<file path="src/rtl/piso_serializer.sv">
// Parallel-in/serial-out transmitter with a one-word holding register.
// A word queued in hold during transmission follows the current word with no idle gap.
module piso_serializer #(
  parameter int WIDTH     = 8,
  parameter bit MSB_FIRST = 1'b1
) (
  input  logic             C,
  input  logic             CLR_N,
  input  logic [WIDTH-1:0] PI,
  input  logic             PI_VALID,
  output logic             PI_READY,
  output logic             SO,
  output logic             SO_VALID,
  output logic             SO_LAST,
  output logic             BUSY
);
  localparam int CW = $clog2(WIDTH);
  localparam logic [CW-1:0] LAST_IDX = CW'(WIDTH - 1);

  typedef enum logic [1:0] {IDLE, SHIFT, SHIFT_QUEUED} state_t;

  state_t           r_state, w_nstate;
  logic [WIDTH-1:0] r_sh, w_sh;
  logic [WIDTH-1:0] r_hold, w_hold;
  logic [CW-1:0]    r_cnt, w_cnt;
  logic             w_accept, w_last;
  logic [WIDTH-1:0] w_shifted;

  assign PI_READY = CLR_N & (r_state != SHIFT_QUEUED);
  assign w_accept = PI_VALID & PI_READY;
  assign w_last   = (r_cnt == LAST_IDX);

  // Shift toward the output end, filling the vacated bit with 0
  generate
    if (MSB_FIRST) begin : g_msb
      assign w_shifted = {r_sh[WIDTH-2:0], 1'b0};
      assign SO        = r_sh[WIDTH-1];
    end else begin : g_lsb
      assign w_shifted = {1'b0, r_sh[WIDTH-1:1]};
      assign SO        = r_sh[0];
    end
  endgenerate

  assign SO_VALID = (r_state != IDLE);
  assign SO_LAST  = SO_VALID & w_last;
  assign BUSY     = SO_VALID;

  always_ff @(posedge C or negedge CLR_N) begin
    if (!CLR_N) begin
      r_state <= IDLE;
      r_sh    <= '0;
      r_hold  <= '0;
      r_cnt   <= '0;
    end else begin
      r_state <= w_nstate;
      r_sh    <= w_sh;
      r_hold  <= w_hold;
      r_cnt   <= w_cnt;
    end
  end

  always_comb begin
    w_nstate = r_state;
    w_sh     = r_sh;
    w_hold   = r_hold;
    w_cnt    = r_cnt;
    unique case (r_state)
      IDLE: begin
        if (w_accept) begin
          w_sh     = PI;
          w_cnt    = '0;
          w_nstate = SHIFT;
        end
      end
      SHIFT: begin
        if (!w_last) begin
          w_sh  = w_shifted;
          w_cnt = r_cnt + CW'(1);
          if (w_accept) begin
            w_hold   = PI;
            w_nstate = SHIFT_QUEUED;
          end
        end else if (w_accept) begin
          // Last bit with an empty hold: load straight into sh, no gap
          w_sh  = PI;
          w_cnt = '0;
        end else begin
          w_sh     = '0;
          w_cnt    = '0;
          w_nstate = IDLE;
        end
      end
      SHIFT_QUEUED: begin
        if (!w_last) begin
          w_sh  = w_shifted;
          w_cnt = r_cnt + CW'(1);
        end else begin
          w_sh     = r_hold;
          w_cnt    = '0;
          w_nstate = SHIFT;
        end
      end
      default: begin
        w_nstate = IDLE;
        w_sh     = '0;
        w_cnt    = '0;
      end
    endcase
  end
endmodule
</file>
<file path="config.mk">
export PLATFORM = sky130hd
export DESIGN_NAME = piso_serializer
export DESIGN_NICKNAME = d
export VERILOG_FILES = /design/src/rtl/piso_serializer.sv
export SDC_FILE = /design/constraint.sdc
export NUM_CORES = 1
export LEC_CHECK = 0
export ABC_AREA = 1
export BUFFER_PORTS_ARGS = -buffer_cell sky130_fd_sc_hd__clkbuf_2
export CORE_ASPECT_RATIO = 0.75
export CORE_UTILIZATION = 55
export CTS_BUF_LIST = sky130_fd_sc_hd__clkbuf_2
export DETAILED_ROUTE_END_ITERATION = 8
export GPL_TIMING_DRIVEN = 0
export PLACE_DENSITY = 0.77
export SLEW_MARGIN = 10
export SYNTH_ARGS = -nofsm -noshare
export SYNTH_HDL_FRONTEND = slang
export SYNTH_SLANG_ARGS = --single-unit
</file>
<file path="constraint.sdc">
create_clock -name C -period 5.2 [get_ports C]
set_clock_uncertainty 0.2 [all_clocks]
set_input_delay 0.52 -clock C [delete_from_list [all_inputs] [get_ports C]]
set_output_delay 0.52 -clock C [all_outputs]
set_load 0.03 [all_outputs]
</file>
# Yosys cells after proc, flatten, opt, wreduce, memory -nomap -nowiden
# Index checks and enable logic that the tools add are counted.
[totals] regBits=21 inputBits=11 output_inout_bits=5 word_cells=36
[op_classes] add_sub_neg=1 eq_ne=8 muxes=14 n_bitwise=4 n_reduce_logical=5
[op_table] cell="two-way mux 8 bit" count=4
[op_table] cell="one-hot mux 8 bit (3 select lines)" count=1
[op_table] cell="two-way mux 2 bit" count=5
[op_table] cell="two-way mux 3 bit" count=2
[op_table] cell="inequality test 2 bit, second input constant" count=3
[op_table] cell="inequality test 3 bit, second input constant" count=2
[op_table] cell="one-hot mux 2 bit (3 select lines)" count=1
[op_table] cell="one-hot mux 3 bit (2 select lines)" count=1
[op_table] cell="AND reduction 4 bit" count=1
[op_table] cell="adder 3 x 1 -> 3 bit, second input constant" count=1
[op_table] cell="AND 1 bit" count=3
[op_table] cell="== test 3 bit, second input constant" count=1
[op_table] cell="AND reduction 3 bit" count=1
[op_table] cell="== test 2 x 1 -> 1 bit, second input constant" count=1
[op_table] cell="== test 2 bit, second input constant" count=1
[op_table] cell="zero test 2 bit" count=1
[op_table] cell="nonzero test 2 bit" count=1
[op_table] cell="OR reduction 2 bit" count=1
[op_table] cell="NOT 1 bit" count=1

# Logic depth before layout (Yosys ltp)
[logic_depth] ltp_word=6 mapped_depth=10 mapped_depth_nobuf=10

# Worst setup path before layout
# Ideal clock, no wire load.
[synth_path] path_type="flip-flop to output port" startpoint="reg r_cnt[0]" endpoint="out SO_LAST" t_arrival_ns=1.291 t_required_ns=4.480 setup_slack_ns=3.189 stages_incl_launch_ff=5 path_cell_list="dfrtp_1 -> ha_1 -> ha_1 -> inv_2 -> nor2_1"
[synth_between] elab_chain_cells=2
[synth_lines] element="start, declared" line_no="25" rtl="logic [CW-1:0] r_cnt, w_cnt;"
[synth_lines] element="start signal, assigned" line_no="58" rtl="r_cnt <= w_cnt;"
[synth_lines] element="== test 3 bit" line_no="31" rtl="assign w_last = (r_cnt == LAST_IDX);"
[synth_lines] element="AND 1 bit" line_no="45" rtl="assign SO_LAST = SO_VALID & w_last;"
[synth_lines] element="end, declared" line_no="14" rtl="output logic SO_LAST,"
# No other way between the ends.

# Worst setup path after layout
[layout_path] startpoint="in CLR_N" endpoint="out PI_READY"
[layout_between] elab_chain_cells=1
[layout_lines] element="start, declared" line_no="8" rtl="input logic CLR_N,"
[layout_lines] element="AND 1 bit" line_no="29" rtl="assign PI_READY = CLR_N & (r_state != SHIFT_QUEUED);"
[layout_lines] element="end, declared" line_no="11" rtl="output logic PI_READY,"
# No other way between the ends.

==> reports/results.ini <==
[run_status]
status=finished, final reports clean

[timing]
fmax_mhz=366.2
finalHoldViolCount=0
rsz0062_at_grt=no
min_period_over_period_pct=52.52
slew_headroom_pct=61.52
period_needed_ps=2731
slew_violations=0
setup_viol=0
worst_pin_slew_ps=577.3
finalSetupTns_ps=0

[logic_synthesis]
synth_nets=167
ys_seq_area_share_pct=44.44
ys_ff_latch=21
syn_area_per_cell_um2=7.935
synth_area_mm2=0.001182
syn_inst=149
synth_warnings=0
yosysUniqueCellTypes=19

[setup_path]
r2r-end=r_hold[3]
arrival_ps=2010
startpoint_type=primary input
cp-end-kind=output port
r2r_cells=7
crit_required_ps=4480
crit_path_max_fanout=23
worstReg2RegStart=r_state[0]
r2r_setup_slack_ps=3280
worst-setup-path-type=in -> out

[grt]
grt.total_usage_pct=23.41
grt_pass1_vias=935
grt_pass1_wl_um=4140
antenna_found_initial=0
grt-ovfl-total=0
grt_max_degree=24

[job]
cap_viol_max_count=0

[final_layout]
drive_gt1_share_pct=19.53
diodes=0
layout.nets=188
area_delta_synth_final_pct=11.64

[clock_tree]
cts_sinks=21
cts_buffers=3
cts-root-buf=clkbuf_2
ctsResizeCount=0
htreeDepth=1
cts_buffer_depth=2
cts_setup_buffers=0
worstSkewPairLatency_ps=330
clk_pin_slew_ps=200
tritoncts=yes

[detailed_routing]
drcViolationCount=0
drt-vias-per-instance=4.959
vias=957
drtPass1Iterations=7
drtIter0Drc=31
ant_nets=0
drt_wl_total_um=2379
wl_per_cell_um=12.33

[pwr]
fin_total_pwr_mw=0.7201
power.density_mw_per_mm2=545.5
vdd_drop_max_mv=0.3862
leakage_nw=0.7400

[floorplan]
core-area_mm2=0.002014
start_util_pct=58.70
die_x_um=55.54
rows=14
top_level_ports=16
dieArea_mm2=0.002341
die_y_um=42.16

[min_path]
min_path_cells=3
min_path_type=in -> reg
min_to=r_hold[0]
min-delay-start=PI[0]

[placed_design]
place_hpwl_um=1800
port_buffers=15
place.gp.congestion=0.8680

report_power, final:
group          internal [mW]  leakage [nW]  total, mW  switching [mW]
logic                  0.129         0.462      0.376           0.247
clock network         0.0179        0.0126     0.0690          0.0511
registers              0.236         0.266      0.275          0.0387
state kept, by name, indices dropped and copies added (netlist names):
register and count:
r_state 2, r_sh 8, r_hold 8, r_cnt 3
how the worst max path moves through the flow:
stage | from | end | slack [ps] | depth (start not counted)
after floorplan | r_cnt[0] | SO_LAST | 3190 | 4
after global routing | CLR_N | PI_READY | 2290 | 5
after detailed placement | CLR_N | PI_READY | 2980 | 4
after global placement | CLR_N | PI_READY | 2990 | 4
after CTS | CLR_N | PI_READY | 2430 | 5
final | CLR_N | PI_READY | 2470 | 5
cell type report:
type                            instances  area, um^2
Sequential cell                        21       525.5
Clock inverter                          1       7.507
Buffer                                  3       30.03
Clock buffer                            3       15.01
Inverter                               18       67.56
Timing Repair Buffer                   16       85.08
Tap cell                               24       30.03
Multi-Input combinational cell        107       559.3
Fill cell                             172       694.4
through the flow:
stage / area [um^2] / setup slack (ps) / hold slack, ps / util, % / std cells
floorplan: 1182 / 3189 / 24.41 / - / 149
finish: 1320 / 2469 / 204.4 / 65.53 / 193
global placement: 1287 / 2988 / 256.6 / 63.91 / 188
global route: 1320 / 2289 / 185.9 / 65.53 / 193
CTS: 1320 / 2435 / 183.8 / 65.53 / 193
detailed placement: 1287 / 2979 / 267.4 / 63.91 / 188
kinds of logic after synthesis:
group | count (synthesis) | synth area share (%)
AO/OA/AOI/OAI | 18 | 9.207
adder cells (fa/ha/maj) | 7 | 7.407
buffers and inverters | 21 | 8.255
flip-flops | 21 | 44.44
AND/OR/NAND/NOR | 82 | 30.69
placed cells by master (no fill, tap or decap), drive strengths merged:
master | netlist | routed
clkbuf | 0 | 18
nor2 | 10 | 10
a31oi | 7 | 7
ha | 7 | 7
nand3 | 6 | 6
buf | 3 | 3
clkinvlp | 0 | 1
inv | 18 | 18
dfrtp | 21 | 21
o21bai | 1 | 1
dlygate4sd3 | 0 | 1
o21ai | 10 | 10
nor3 | 1 | 1
nand2 | 64 | 64
nand4 | 1 | 1
routing by layer:
metal	vias to the layer above	track usage [%]	part of all wire, %
li1	510	-	-
met1	410	33.27	51
met2	33	35.42	42
met3	4	6.790	6.1
met4	0	6.000	1.2
met5	-	0	0
repair_timing:
item,in CTS,in global routing
endpoints found under the hold margin,21,0
setup endpoints to repair,0,0
hold buffers,1,0
synthesized netlist by cell type:
cell,instances,area [um^2]
nand3_1,4,20.02
nor3_4,1,16.27
nand3_4,1,17.52
nand4_1,1,6.260
inv_2,2,7.510
o21bai_1,1,7.510
a31oi_1,7,43.79
inv_1,16,60.06
nand2_1,61,229.0
nor2_4,1,11.26
ha_1,7,87.58
nand2_2,3,18.77
o21ai_0,8,40.04
nor2_1,9,33.78
buf_6,2,22.52
nand3_2,1,10.01
buf_4,1,7.510
dfrtp_1,21,525.5
o21ai_2,2,17.52
worst max-delay path: stages:
cell and delay, ps:
dlygate4sd3_1 540, clkbuf_2 480, inv_1 80, nor2_1 160, clkbuf_2 230
Note: power is estimated with default switching activity, not from simulation.
